$ cat config.mk
export PLATFORM = sky130hd
export DESIGN_NAME = mode_switch_sequencer_flat
export DESIGN_NICKNAME = d
export VERILOG_FILES = /design/src/rtl/mode_switch_sequencer_if.sv /design/src/rtl/mode_switch_sequencer.sv /design/src/flat_wrapper.sv
export SDC_FILE = /design/constraint.sdc
export NUM_CORES = 1
export LEC_CHECK = 0
export ABC_CLOCK_PERIOD_IN_PS = 3000
export CELL_PAD_IN_SITES_DETAIL_PLACEMENT = 1
export CELL_PAD_IN_SITES_GLOBAL_PLACEMENT = 1
export CORE_ASPECT_RATIO = 2
export CORE_MARGIN = 1.5
export CORE_UTILIZATION = 39
export CTS_CLUSTER_DIAMETER = 120
export DETAILED_ROUTE_END_ITERATION = 10
export PLACE_DENSITY_LB_ADDON = 0.15
export RECOVER_POWER = 100
export SLEW_MARGIN = 20
export SYNTH_ARGS = -nofsm -noshare
export SYNTH_HDL_FRONTEND = slang
export SYNTH_SLANG_ARGS = --single-unit
$ cat constraint.sdc
create_clock -name pck0 -period 3 [get_ports pck0]
set_input_delay 0.3 -clock pck0 [delete_from_list [all_inputs] [get_ports pck0]]
set_output_delay 0.3 -clock pck0 [all_outputs]
set_load 0.03 [all_outputs]
$ cat src/rtl/mode_switch_sequencer_if.sv
// Command strobe from the SPI receiver and the applied mode/divisor fan-out.
// valid/ready: cfg_valid is a one-cycle strobe with no ready; the sequencer always accepts it.
interface mode_switch_sequencer_if;
    logic        cfg_valid;
    logic [15:0] cfg_word;
    logic [7:0]  conf_word;
    logic [2:0]  major_mode;
    logic [7:0]  divisor;
    logic        outputs_quiet;
    logic        busy;
    logic        seq_done;
    logic        pend_overflow;
    logic [1:0]  fsm_state;

    modport master (
        output cfg_valid, cfg_word,
        input  conf_word, major_mode, divisor, outputs_quiet, busy,
        input  seq_done, pend_overflow, fsm_state
    );

    modport slave (
        input  cfg_valid, cfg_word,
        output conf_word, major_mode, divisor, outputs_quiet, busy,
        output seq_done, pend_overflow, fsm_state
    );
endinterface

$ cat src/rtl/mode_switch_sequencer.sv
// Applies SPI configuration commands to the mux8 select/divisor registers,
// running a quiet/switch/settle sequence whenever the major mode changes.
module mode_switch_sequencer #(
    parameter int QUIET_CYCLES  = 16,
    parameter int SETTLE_CYCLES = 32
) (
    input logic                    pck0,
    input logic                    rst,
    mode_switch_sequencer_if.slave bus
);
    localparam logic [1:0] IDLE   = 2'd0;
    localparam logic [1:0] QUIET  = 2'd1;
    localparam logic [1:0] SWITCH = 2'd2;
    localparam logic [1:0] SETTLE = 2'd3;

    localparam logic [3:0] OP_CONF = 4'b0001;
    localparam logic [3:0] OP_DIV  = 4'b0010;

    localparam logic [7:0] QUIET_LOAD  = 8'(QUIET_CYCLES - 1);
    localparam logic [7:0] SETTLE_LOAD = 8'(SETTLE_CYCLES - 1);

    logic [1:0]  state;
    logic [7:0]  count;
    logic [7:0]  target;
    logic [7:0]  conf_q;
    logic [7:0]  div_q;
    logic        done_q;
    logic        ovf_q;
    logic        pend_valid;
    logic        pend_is_div;
    logic [7:0]  pend_payload;

    logic        cfg_ok;
    logic        cfg_is_div;
    logic        cmd_valid;
    logic        cmd_is_div;
    logic [7:0]  cmd_payload;
    logic        unused_bits;

    // Bits [11:8] of the command carry nothing this block uses.
    assign unused_bits = ^bus.cfg_word[11:8];

    assign cfg_is_div = (bus.cfg_word[15:12] == OP_DIV);
    assign cfg_ok     = bus.cfg_valid &&
                        ((bus.cfg_word[15:12] == OP_CONF) || cfg_is_div);

    // In IDLE a waiting pending command takes priority over a fresh strobe.
    always_comb begin
        cmd_valid   = 1'b0;
        cmd_is_div  = 1'b0;
        cmd_payload = 8'd0;
        if (state == IDLE) begin
            if (pend_valid) begin
                cmd_valid   = 1'b1;
                cmd_is_div  = pend_is_div;
                cmd_payload = pend_payload;
            end else if (cfg_ok) begin
                cmd_valid   = 1'b1;
                cmd_is_div  = cfg_is_div;
                cmd_payload = bus.cfg_word[7:0];
            end
        end
    end

    always_ff @(posedge pck0) begin
        if (rst) begin
            state        <= IDLE;
            count        <= 8'd0;
            target       <= 8'hE0;
            conf_q       <= 8'hE0;
            div_q        <= 8'd95;
            done_q       <= 1'b0;
            ovf_q        <= 1'b0;
            pend_valid   <= 1'b0;
            pend_is_div  <= 1'b0;
            pend_payload <= 8'd0;
        end else begin
            done_q <= 1'b0;
            case (state)
                IDLE: begin
                    if (cmd_valid) begin
                        if (cmd_is_div) begin
                            div_q <= cmd_payload;
                        end else if (cmd_payload[7:5] == conf_q[7:5]) begin
                            conf_q <= cmd_payload;
                        end else begin
                            target <= cmd_payload;
                            count  <= QUIET_LOAD;
                            state  <= QUIET;
                        end
                    end
                    // Pending consumed this cycle; a simultaneous strobe refills the slot.
                    if (pend_valid) begin
                        pend_valid <= cfg_ok;
                        if (cfg_ok) begin
                            pend_is_div  <= cfg_is_div;
                            pend_payload <= bus.cfg_word[7:0];
                        end
                    end
                end
                QUIET: begin
                    if (count == 8'd0) begin
                        state <= SWITCH;
                    end else begin
                        count <= count - 8'd1;
                    end
                end
                SWITCH: begin
                    conf_q <= target;
                    count  <= SETTLE_LOAD;
                    state  <= SETTLE;
                end
                SETTLE: begin
                    if (count == 8'd0) begin
                        state  <= IDLE;
                        done_q <= 1'b1;
                    end else begin
                        count <= count - 8'd1;
                    end
                end
                default: state <= IDLE;
            endcase

            if ((state != IDLE) && cfg_ok) begin
                pend_valid   <= 1'b1;
                pend_is_div  <= cfg_is_div;
                pend_payload <= bus.cfg_word[7:0];
                if (pend_valid) begin
                    ovf_q <= 1'b1;
                end
            end
        end
    end

    assign bus.conf_word     = conf_q;
    assign bus.major_mode    = conf_q[7:5];
    assign bus.divisor       = div_q;
    assign bus.outputs_quiet = (state != IDLE);
    assign bus.busy          = (state != IDLE);
    assign bus.seq_done      = done_q;
    assign bus.pend_overflow = ovf_q;
    assign bus.fsm_state     = state;
endmodule

$ cat src/flat_wrapper.sv
// flat-port wrapper written by rule: the top's interface ports become plain ports
module mode_switch_sequencer_flat 
#(
    parameter int QUIET_CYCLES  = 16,
    parameter int SETTLE_CYCLES = 32
)
  (pck0, rst, bus_cfg_valid, bus_cfg_word, bus_conf_word, bus_major_mode, bus_divisor, bus_outputs_quiet, bus_busy, bus_seq_done, bus_pend_overflow, bus_fsm_state);
  mode_switch_sequencer_if bus_i ();
  input logic pck0;
  input logic rst;
  input wire logic [$bits(bus_i.cfg_valid)-1:0] bus_cfg_valid;
  input wire logic [$bits(bus_i.cfg_word)-1:0] bus_cfg_word;
  output wire logic [$bits(bus_i.conf_word)-1:0] bus_conf_word;
  output wire logic [$bits(bus_i.major_mode)-1:0] bus_major_mode;
  output wire logic [$bits(bus_i.divisor)-1:0] bus_divisor;
  output wire logic [$bits(bus_i.outputs_quiet)-1:0] bus_outputs_quiet;
  output wire logic [$bits(bus_i.busy)-1:0] bus_busy;
  output wire logic [$bits(bus_i.seq_done)-1:0] bus_seq_done;
  output wire logic [$bits(bus_i.pend_overflow)-1:0] bus_pend_overflow;
  output wire logic [$bits(bus_i.fsm_state)-1:0] bus_fsm_state;
  assign bus_i.cfg_valid = bus_cfg_valid;
  assign bus_i.cfg_word = bus_cfg_word;
  assign bus_conf_word = bus_i.conf_word;
  assign bus_major_mode = bus_i.major_mode;
  assign bus_divisor = bus_i.divisor;
  assign bus_outputs_quiet = bus_i.outputs_quiet;
  assign bus_busy = bus_i.busy;
  assign bus_seq_done = bus_i.seq_done;
  assign bus_pend_overflow = bus_i.pend_overflow;
  assign bus_fsm_state = bus_i.fsm_state;
  mode_switch_sequencer #(.QUIET_CYCLES(QUIET_CYCLES), .SETTLE_CYCLES(SETTLE_CYCLES)) u_core (.pck0(pck0), .rst(rst), .bus(bus_i));
endmodule
After elaboration in Yosys (flattened, before gate mapping)
Cells that the tools add are included.
Widths: inputs -> output; s select.
{"block": "classes", "reduce_logical": 19, "mul": 0, "eq_ne": 13, "order_cmp": 0, "div": 0, "n_addsub": 1, "shifts": 0, "bitwise_logic": 3, "mux": 36}
{"operator": "$mux 8", "n": 14}
{"operator": "$pmux 8 s3", "n": 1}
{"operator": "$pmux 8 s2", "n": 1}
{"operator": "$mux 1", "n": 14}
{"operator": "$reduce_and 4->1", "n": 3}
{"operator": "$mux 2", "n": 5}
{"operator": "$reduce_bool 2->1", "n": 5}
{"operator": "$logic_not 8->1", "n": 1}
{"operator": "$ne 2x2->1 const B", "n": 4}
{"operator": "$pmux 2 s4", "n": 1}
{"operator": "$sub 8x1->8 const B", "n": 1}
{"operator": "$ne 2x1->1 const B", "n": 3}
{"operator": "$reduce_and 3->1", "n": 2}
{"operator": "$reduce_and 5->1", "n": 1}
{"operator": "$eq 2x2->1 const B", "n": 2}
{"operator": "$eq 4x1->1 const B", "n": 1}
{"operator": "$eq 4x2->1 const B", "n": 1}
{"operator": "$reduce_or 2->1", "n": 2}
{"operator": "$eq 3x3->1", "n": 1}
{"operator": "$not 1->1", "n": 3}
{"operator": "$eq 2x1->1 const B", "n": 1}
{"operator": "$logic_and 1x1->1", "n": 2}
{"operator": "$logic_not 2->1", "n": 1}
{"operator": "$reduce_and 2->1", "n": 1}
{"operator": "$logic_or 1x1->1", "n": 1}
{"block": "totals", "register_bits": 46, "memories": 0, "in_bits": 19, "out_inout_bits": 25, "elab_cells": 82, "mem_bits_rw": 0, "mem_bits_ro": 0, "latchBits": 0}

Depth between registers and ports, before layout
Gate-level depths: netlist of the first run.
{"block": "logic_depth", "word_depth": 11, "depth_mapped": 10, "depth_no_buf": 8}

Worst setup path after synthesis of the first run
No wires, ideal clock.
{"block": "synth_timing", "kind": "register -> register", "from": "register u_core.state[0], in the netlist u_core.bus.fsm_state[0]", "to": "register u_core.conf_q[3], in the netlist u_core.bus.conf_word[3]", "period_less_slack_ps": 3079, "setup_time_ps": 121, "path_buffers": 1, "stages_incl_launch_ff": 10, "required_ps": 2879, "arrival_ps": 2958, "setup_slack_ps": -79, "path_cell_list": "dfxtp_1 > inv_1 > ha_1 > buf_2 > clkinv_1 > o31ai_4 > mux2i_1 > a31oi_4 > a31oi_4 > mux2_4"}
{"block": "synth_between", "elab_chain_len": 6, "word_cells_on_any_way": 15, "classes_between": "eq/ne (5); mux (7); reduce/logical (3)"}
{"element": "start, declared", "line": "mode_switch_sequencer.sv:22", "rtl": "logic [1:0] state;"}
{"element": "start signal, assigned", "line": "mode_switch_sequencer.sv:67", "rtl": "state <= IDLE;"}
{"element": "start signal, assigned", "line": "mode_switch_sequencer.sv:89", "rtl": "state <= QUIET;"}
{"element": "start signal, assigned", "line": "mode_switch_sequencer.sv:103", "rtl": "state <= SWITCH;"}
{"element": "$logic_not 2->1", "line": "mode_switch_sequencer.sv:52, mode_switch_sequencer.sv:79"}
{"element": "$mux 8", "line": "mode_switch_sequencer.sv:52", "rtl": "if (state == IDLE) begin"}
{"element": "$mux 8", "line": "mode_switch_sequencer.sv:84", "rtl": "end else if (cmd_payload[7:5] == conf_q[7:5]) begin"}
{"element": "$mux 8", "line": "mode_switch_sequencer.sv:82", "rtl": "if (cmd_is_div) begin"}
{"element": "$mux 8", "line": "mode_switch_sequencer.sv:81", "rtl": "if (cmd_valid) begin"}
{"element": "$pmux 8 s2", "line": "mode_switch_sequencer.sv:79", "rtl": "case (state)"}
{"element": "end signal, assigned", "line": "mode_switch_sequencer.sv:85", "rtl": "conf_q <= cmd_payload;"}
{"element": "end signal, assigned", "line": "mode_switch_sequencer.sv:109", "rtl": "conf_q <= target;"}
{"element": "end, declared", "line": "mode_switch_sequencer.sv:25", "rtl": "logic [7:0] conf_q;"}
Several ways; a longest one is shown, not always the timed one. The select of a mux whose other input is x is not followed.
A chain may end at the register's enable or synchronous reset.

Worst setup path after layout of the first run
{"block": "layout_timing", "from": "register u_core.state[1], in the netlist u_core.bus.fsm_state[1]", "to": "register u_core.conf_q[7], in the netlist u_core.bus.conf_word[7]"}
The elaborated chain is that of the path after synthesis.

==> summary by stage, run 1 <==
Global route
Entering global routing, the biggest net connects 42 pins. The global-route wire length before repair is 11.2 mm. Global routing finished with a remaining overflow of 0. Across every metal layer, demand over resource in global routing totals 0.214. The number of global-route vias before repair was 2,260. The number of antenna violations at the first check in global routing is 0.

Setup path
The worst setup path is captured at a register. The depth of the worst register-to-register path is 9. The critical path arrival is 2.95 ns. The worst register-to-register path has a setup slack of 0.28 ns. The startpoint-to-endpoint class of the critical path is reg -> reg. The kind of launch point of the worst setup path is a register. The required time at the endpoint of the critical path is 3.23 ns.

The worst setup path endpoint is u_core.bus.conf_word[7]$_SDFFE_PP1P_. The startpoint identified for the worst register-to-register timing path is u_core.bus.fsm_state[1]$_SDFFE_PP0P_. Of all nets on the critical path, the largest fanout is 9.

The worst register-to-register path ends at u_core.bus.conf_word[7]$_SDFFE_PP1P_. In this run the worst setup path begins at u_core.bus.fsm_state[1]$_SDFFE_PP0P_.

Floorplan
The core region is 6260 um^2. The die outline width is 59.8 um. The die covers 6960 um^2. The I/O pin count is 44.

The initial utilization of the core area, before any placement, comes to 0.401. The count of standard-cell rows is 41. The vertical die dimension is 117 um.

Final layout
The number of non-filler instances in the completed layout is 414. Measured on the finished design, the core utilization comes to 0.505. The area growth from synthesis to layout is 25.7%.

The number of antenna diodes is 0. The final net count is 352. Of the cells placed in the final design, the portion with a size suffix greater than 1 is 0.101.

Route
Using the TritonRoute via totals, the vias-per-cell ratio works out to 5.41. Wires add up to 6.88 mm. The detailed router placed 2,240 vias in this run. The residual antenna-violating net count after detailed routing is 0. For this run, design rule violations remaining after detail routing come to 0.

The iteration-0 DRC count of the detailed router is 49. The iteration count of the initial detailed-routing pass is 4. Dividing the detail-routed wire length by the instance count gives 16.6 um.

Pwr
The total power per unit cell area is 667 nW/um^2. The total leakage power is 1.26 nW. VDD sags by at most 0.000430 V.

The completed layout was analyzed and its total power is 0.00211 W.

Synth
Synthesis instantiated 51 different standard cells from the library. The share of the Yosys chip area taken by registers is 0.367. The synthesized netlist occupies a cell area of 2510 um^2.

sky130_fd_sc_hd__dfxtp_1 takes more of the synthesized area than any other cell. The number of flops mapped to enable cells by yosys is 0. The net count after synthesis is 314. The Yosys step of the flow raised 0 warnings. The post-synthesis cell count is 289. For this run, asynchronously set or reset flops after synthesis account for 0. The main flop type after synthesis is sky130_fd_sc_hd__dfxtp_1. The fraction of post-synthesis cell area in the top cell type by area is 0.367.

The synthesized design contains 46 register bits. The average cell area after synthesis is 8.69 um^2. Ranked by total cell area, the synthesized netlist is headed by sky130_fd_sc_hd__dfxtp_1 (37%), sky130_fd_sc_hd__mux2i_1 (11%), sky130_fd_sc_hd__nand2_1 (5.5%).

Placed design
The post-DP HPWL is 5.15 mm. Input and output buffers added on the ports amount to 39. The weighted congestion at the end of routability-driven global placement is 0.818. The post-placement cell count is 406.

STA
The slew at the pin with the worst max-slew slack is 0.590 ns. The post-route fraction of the period consumed by the critical path is 0.906. The final clock skew is 0.00590 ns. The final critical path time including I/O delays and setup is 2.72 ns.

Setup repair after global routing left no endpoint under its margin. The fmax is 0.368 GHz. Setup violations remaining at the end of the flow were counted as 0. Adding up every negative setup slack in the final design gives 0 ns. Hold timing on the final database bottoms out at a slack of 0.459 ns. The number of max-slew violations in the final report was 0. The worst slew margin relative to its limit is 0.603. The number of endpoints with negative hold slack in the final report is 0.

Clock tree
The total CTS buffers is 5. The cell sitting at the root of the clock tree is a sky130_fd_sc_hd__clkbuf_16. The number of hold buffers added after cts is 0.

The H-tree was split into 2 levels. The later pin in the worst-skew pair is clocked with a latency of 0.29 ns. The number of buffers added for setup after CTS is 0. The number of buffers between clock root and the deepest sink is 2. The clock tree from TritonCTS is done.

Post-CTS repair changed the size of 0 cells. The clock transition at the registers of the reported paths is 0.07 ns. Clock tree synthesis found a total of 46 sinks.

Flow run
Across the run, the number of max-cap violations was 0.

Run status
The run finished with clean final reports.

Min path
The worst hold-check path type is reg -> reg.
## Yosys cell counts (2+ instances only)
master and instances:
sky130_fd_sc_hd__inv_1 6, sky130_fd_sc_hd__nor4_1 4, sky130_fd_sc_hd__clkbuf_1 10, sky130_fd_sc_hd__o31ai_1 2, sky130_fd_sc_hd__nand2_1 37, sky130_fd_sc_hd__a31oi_4 2
sky130_fd_sc_hd__nand4_1 2, sky130_fd_sc_hd__buf_4 5, sky130_fd_sc_hd__nand2b_1 6, sky130_fd_sc_hd__nor2b_1 3, sky130_fd_sc_hd__mux2_2 5, sky130_fd_sc_hd__dfxtp_1 46
sky130_fd_sc_hd__buf_2 2, sky130_fd_sc_hd__a22oi_1 5, sky130_fd_sc_hd__nor2_1 32, sky130_fd_sc_hd__o21ai_0 4, sky130_fd_sc_hd__a221oi_1 5, sky130_fd_sc_hd__nor3_1 4
sky130_fd_sc_hd__buf_1 3, sky130_fd_sc_hd__a22o_1 3, sky130_fd_sc_hd__o211ai_1 6, sky130_fd_sc_hd__nor3b_1 2, sky130_fd_sc_hd__nand3_1 2, sky130_fd_sc_hd__clkinv_1 2
sky130_fd_sc_hd__a21oi_1 21, sky130_fd_sc_hd__ha_1 6, sky130_fd_sc_hd__a211oi_1 8, sky130_fd_sc_hd__nand3b_1 2, sky130_fd_sc_hd__o31a_1 2, sky130_fd_sc_hd__xor2_1 2
sky130_fd_sc_hd__o21a_1 3, sky130_fd_sc_hd__mux2i_1 28
## layer usage
metal  track usage  vias up  share of wire
li1              -     1111              -
met1         0.229     1086           0.39
met2         0.397       33           0.57
met3        0.0365       10          0.019
met4        0.0815        0          0.024
met5             0        -              0
## state kept, by name, indices dropped and copies added (netlist names)
signal                    flops
u_core.bus.conf_word          8
u_core.bus.divisor            8
u_core.bus.fsm_state          2
u_core.bus.pend_overflow      1
u_core.bus.seq_done           1
u_core.count                  8
u_core.pend_is_div            1
u_core.pend_payload           8
u_core.pend_valid             1
u_core.target                 8
## report_power, final
group / switching, W / leakage, nW / internal (W) / total [W]
registers: 0.0000324 / 0.372 / 0.000654 / 0.000686
clock network: 0.000253 / 0.0842 / 0.000395 / 0.000647
logic: 0.000492 / 0.803 / 0.000280 / 0.000772
total: 0.000777 / 1.26 / 0.00133 / 0.00211
## stage by stage
step	area [um^2]	worst slack (ns)
floorplan	2510	0.143
global placement	3000	0.125
detailed placement	3010	0.0544
CTS	3170	0.249
global route	3160	0.0690
finish	3160	0.281
## cell families (layout without fill, tap and decap cells)
kind of cell / Yosys count / count (layout) / share of synthesized area
AOI/OAI and AO/OA: 68 / 68 / 0.204
xor gates and xnor gates: 3 / 3 / 0.0105
adders and majority gates: 6 / 6 / 0.0299
buffers and inverters: 28 / 67 / 0.0503
DFF: 46 / 46 / 0.367
muxes: 34 / 34 / 0.140
and+or+nand+nor: 104 / 104 / 0.199
## critical path, cell delays in order (launching register included)
cell                       delay, ns
sky130_fd_sc_hd__dfxtp_1        0.35
sky130_fd_sc_hd__inv_1          0.12
sky130_fd_sc_hd__ha_1           0.33
sky130_fd_sc_hd__clkinv_2       0.25
sky130_fd_sc_hd__o31ai_4        0.34
sky130_fd_sc_hd__mux2i_1        0.42
sky130_fd_sc_hd__a31oi_4        0.19
sky130_fd_sc_hd__a31oi_4        0.25
sky130_fd_sc_hd__clkbuf_1       0.20
sky130_fd_sc_hd__mux2i_1        0.19
## cells in the final DEF (no fill, tap or decap), types with 3 or more instances in the layout
master,n
sky130_fd_sc_hd__a211oi_1,8
sky130_fd_sc_hd__a21oi_1,21
sky130_fd_sc_hd__a221oi_1,5
sky130_fd_sc_hd__a22o_1,3
sky130_fd_sc_hd__a22oi_1,5
sky130_fd_sc_hd__buf_4,10
sky130_fd_sc_hd__clkbuf_16,5
sky130_fd_sc_hd__clkdlybuf4s50_1,13
sky130_fd_sc_hd__dfxtp_1,46
sky130_fd_sc_hd__dlygate4sd3_1,26
sky130_fd_sc_hd__ha_1,6
sky130_fd_sc_hd__inv_1,6
sky130_fd_sc_hd__mux2_2,5
sky130_fd_sc_hd__mux2i_1,28
sky130_fd_sc_hd__nand2_1,37
sky130_fd_sc_hd__nand2b_1,6
sky130_fd_sc_hd__nor2_1,32
sky130_fd_sc_hd__nor2b_1,3
sky130_fd_sc_hd__nor3_1,5
sky130_fd_sc_hd__nor4_1,4
sky130_fd_sc_hd__o211ai_1,6
sky130_fd_sc_hd__o21a_1,3
sky130_fd_sc_hd__o21ai_0,4
## how the worst min path moves through the flow
stage | startpoint | cells past startpoint | slack, ns | end
after global routing | u_core.bus.conf_word[2]$_SDFFE_PP0P_ | 2 | 0.50 | u_core.bus.conf_word[2]$_SDFFE_PP0P_
after global placement | u_core.bus.conf_word[1]$_SDFFE_PP0P_ | 2 | 0.45 | u_core.bus.conf_word[1]$_SDFFE_PP0P_
final | u_core.bus.conf_word[0]$_SDFFE_PP0P_ | 2 | 0.46 | u_core.bus.conf_word[0]$_SDFFE_PP0P_
after CTS | u_core.bus.conf_word[0]$_SDFFE_PP0P_ | 2 | 0.47 | u_core.bus.conf_word[0]$_SDFFE_PP0P_
after detailed placement | u_core.bus.conf_word[0]$_SDFFE_PP0P_ | 2 | 0.46 | u_core.bus.conf_word[0]$_SDFFE_PP0P_
after floorplan | bus_cfg_word[0] | 2 | 0.44 | u_core.pend_payload[0]$_SDFFE_PP0P_
## layout make-up
cell class | count | area (um^2)
Clock buffer | 5 | 125
Clock inverter | 3 | 43.8
Fill cell | 789 | 3100
Inverter | 8 | 31.3
Multi-Input combinational cell | 215 | 1460
Sequential cell | 46 | 921
Tap cell | 86 | 108
Timing Repair Buffer | 51 | 473
Power figures use the tool's default switching activity.
==> inputs of run 2 (changes only) <==
--- a/config.mk
+++ b/config.mk
@@ -10,11 +10,12 @@
 export CELL_PAD_IN_SITES_GLOBAL_PLACEMENT = 1
 export CORE_ASPECT_RATIO = 2
 export CORE_MARGIN = 1.5
-export CORE_UTILIZATION = 39
+export CORE_UTILIZATION = 46
 export CTS_CLUSTER_DIAMETER = 120
 export DETAILED_ROUTE_END_ITERATION = 10
+export DONT_BUFFER_PORTS = 1
 export PLACE_DENSITY_LB_ADDON = 0.15
-export RECOVER_POWER = 100
+export RECOVER_POWER = 25
 export SLEW_MARGIN = 20
 export SYNTH_ARGS = -nofsm -noshare
 export SYNTH_HDL_FRONTEND = slang
==> run 2 against run 1 <==
  * Die area decreased by 15%
  * Critical endpoint is now u_core.bus.conf_word[2]$_SDFFE_PP0P_
  * Clock-buffer cell count up 2
  * Critical path depth stayed put
  * Register-to-register slack about the same
==> summary by stage, run 2 (synthesized netlist as in run 1, its figures left out) <==
Route
The via-per-instance ratio is 6.06 (+12%). The residual antenna-violating net count after detailed routing came to 0 (unchanged). The met2 wirelength from detailed routing is 3.61 mm (-7.6%).

The iteration-0 DRC count of the detailed router was 41 (-16%). The total vias in the final route came to 2,098 (-6.3%). The detailed-routed wire length on met3 is 174 um (+36%). The highest metal layer carrying signal wires in the routed design is met4. The DRC violation count after routing is 0 (unchanged). The wire length per cell came to 17.9 um (+7.6%). The iteration count of the initial detailed-routing pass came to 4 (unchanged).

The wire length after detailed routing is 6.19 mm (-10%). The wire length on met1 is 2.26 mm (-16%).

Global route
The number of global-route vias before repair was 2,288 (+1.2%). The total routing usage reported by global routing is 0.228 (+0.0144). The global-route wire length before repair was 10.8 mm (-3.8%). The pin count of the biggest net entering global routing is 43 (+2.4%).

The total grt overflow is 0 (unchanged). The number of antenna violations at the first check in global routing is 0 (unchanged).

Floorplan
The starting density of the core is 0.485 (+0.0831). The standard cell core area is 5180 um^2 (-17%). The I/O pin count is 44 (unchanged).

The die footprint came to 5940 um^2 (-15%). The count of standard-cell rows is 37 (-9.8%). The vertical die dimension came to 108 um (-7.7%). The die outline width is 55.3 um (-7.5%).

STA
The number of max-slew violations in the final report was 0 (unchanged). The post-route fraction of the period consumed by the critical path is 0.904 (-0.00196). The number of endpoints with negative hold slack in the final report is 0 (unchanged). The final-report setup violation count was 0 (unchanged).

The worst slew margin relative to its limit is 0.457 (-0.147). The slew at the pin with the worst max-slew slack was 0.815 ns (+0.225 ns). Setup repair after global routing left no endpoint under its margin.

The total negative slack for setup checks is 0 ns (unchanged). The final critical path time including I/O delays and setup is 2.71 ns (-0.00587 ns). The final clock skew was 0.00622 ns (+0.000316 ns). The fmax came to 0.369 GHz (+0.22%).

Clock tree
The clock transition at the registers of the reported paths is 0.08 ns (about the same). The CTS sink count is 46 (unchanged). The number of hold buffers added after cts is 0 (unchanged). The clock tree from TritonCTS is done. The number of buffers added for setup after CTS was 0 (unchanged). The cell sitting at the root of the clock tree is a sky130_fd_sc_hd__clkbuf_8. The number of buffers between clock root and the deepest sink is 2 (unchanged). The depth of the CTS H-tree is 2 (unchanged). The clock insertion delay at the later pin of the skew report is 0.30 ns (about the same). The total of cells resized after clock tree synthesis is 0 (unchanged). The total CTS buffers is 5 (unchanged).

Placed design
The post-DP HPWL is 4.76 mm (-7.6%). The post-placement cell count is 338 (-17%). The instance area after placement is 2570 um^2 (-14%). The number of port buffers is 0 (-100%).

The weighted congestion at the end of routability-driven global placement was 0.816 (-0.27%).

Setup path
The master of the slowest instance on the critical path is sky130_fd_sc_hd__ha_1. Walking the worst path, the cells encountered are inv_1, ha_1, clkinv_2, o31ai_4, mux2i_1, a31oi_4, a31oi_4, buf_4, mux2i_1. The cell family with the largest share of critical-path delay is compound AO/OA/AOI/OAI gates. The worst setup path is captured at a register. The most critical setup path has its startpoint at u_core.bus.fsm_state[0]$_SDFFE_PP0P_. The critical path arrival was 2.94 ns (about the same). The worst setup path is of the reg -> reg kind. The required time at the endpoint of the critical path is 3.23 ns (about the same). The delay of the slowest critical-path stage is 0.42 ns (about the same). The maximum fanout count along the critical path came to 10 (+1). The start of the worst register-to-register path is u_core.bus.fsm_state[0]$_SDFFE_PP0P_. The kind of launch point of the worst setup path is a register.

The buffers plus inverters on the worst setup path is 3 (unchanged). The worst setup slack for register-to-register paths is 0.29 ns (about the same).

Pwr
The internal power contribution is 0.00113 W (-15%). The total leakage power is 1.06 nW (-16%). The power after layout is 0.00183 W (-13%). The part of the power in combinational logic is 0.377 (+0.010).

The total power per unit cell area came to 686 nW/um^2 (+2.9%). The share of total power in the clock network came to 0.245 (-0.062). The switching power is 0.000699 W (-10%). The share of power burned in registers is 0.377 (+0.051). The fraction of power spent switching nets is 0.381 (+0.0121). The maximum vdd ir drop was 0.000422 V (-1.7%).

Final layout
The summed area of non-filler cells in the final layout is 2670 um^2 (-15%). The layout overhead on the synthesized area is 6.32%. Leaving out fill and tap cells, the most frequent cells in the layout are sky130_fd_sc_hd__dfxtp_1 (46), sky130_fd_sc_hd__nand2_1 (37), sky130_fd_sc_hd__nor2_1 (32), sky130_fd_sc_hd__mux2i_1 (28), sky130_fd_sc_hd__a21oi_1 (21). The end-of-flow core utilization was 0.515 (+0.0106). The most common cell after layout, fill and taps aside is sky130_fd_sc_hd__dfxtp_1. The number of antenna diodes was 0 (unchanged). The proportion of layout cells with a drive suffix above 1 came to 0.111 (+0.0105). The final net count was 312 (-11%).

The number of non-filler instances in the completed layout is 346 (-16%).

Min path
The worst hold path startpoint is rst. The worst hold-check path type is in -> reg.

Flow run
The number of max-cap violations is 0 (unchanged).

Run status
The flow ran to the end, and the final reports show no timing, DRC or antenna violations.
-- run 2: cell types whose count changed in the layout (fill, tap and decap cells not counted), sizes merged --
| cell | previous run | this run |
|---|---|---|
| buf | 10 | 9 |
| clkbuf | 7 | 9 |
| clkdlybuf4s50 | 13 | 0 |
| clkinv | 3 | 2 |
| dlygate4sd3 | 26 | 0 |
| inv | 7 | 6 |
-- run 2: final timing paths --
path                                     endpoint  cells past startpoint
min                  u_core.count[1]$_SDFFE_PP0P_                      1
min reg2reg         u_core.target[7]$_SDFFE_PP1P_                      2
max reg2reg  u_core.bus.conf_word[2]$_SDFFE_PP0P_                      9
max          u_core.bus.conf_word[2]$_SDFFE_PP0P_                      9
-- run 2: worst reg2reg max path, delay by kind of cell, from the launching register on --
family	cells	cell delay, ns
compound gates	3	0.84
flops	1	0.32
buf+inv	3	0.47
mux	2	0.61
fa+ha+maj	1	0.42
-- run 2: final cells by class --
cell class	instances	area, um^2
repair buffers	11	75.1
inverters	8	31.3
well taps	58	72.6
fillers	640	2510
clock buffers	7	76.3
clock inverters	1	30.0
flip-flops and latches	46	921
multi-input cells	215	1470
-- run 2: stage by stage --
step	setup slack (ns)	hold slack [ns]
floorplan	0.143	0.444
global placement	0.363	0.377
detailed placement	0.266	0.377
CTS	0.234	0.0571
global route	0.0573	0.0476
finish	0.287	0.0696
-- run 2: power by group through the flow --
stage	combinational (W)	sequential, W	clock [W]
after floorplan	0.000511	0.000725	0
after global placement	0.000683	0.000705	0
after detailed placement	0.000705	0.000708	0
after CTS	0.000709	0.000693	0.000464
after global routing	0.000786	0.000698	0.000484
final	0.000692	0.000692	0.000450
-- run 2: routing by layer --
metal  global-route usage  up-vias
met5                    0        -
met4               0.0958        0
met3               0.0397       10
met2                0.447       28
met1                0.227     1033
li1                     -     1027
==> inputs of run 3 (changes only) <==
--- a/config.mk
+++ b/config.mk
@@ -16,7 +16,6 @@
 export DONT_BUFFER_PORTS = 1
 export PLACE_DENSITY_LB_ADDON = 0.15
 export RECOVER_POWER = 25
-export SLEW_MARGIN = 20
 export SYNTH_ARGS = -nofsm -noshare
 export SYNTH_HDL_FRONTEND = slang
 export SYNTH_SLANG_ARGS = --single-unit
==> results of run 3 <==
The final DEF is identical to that of run 2; final timing and power are the same.
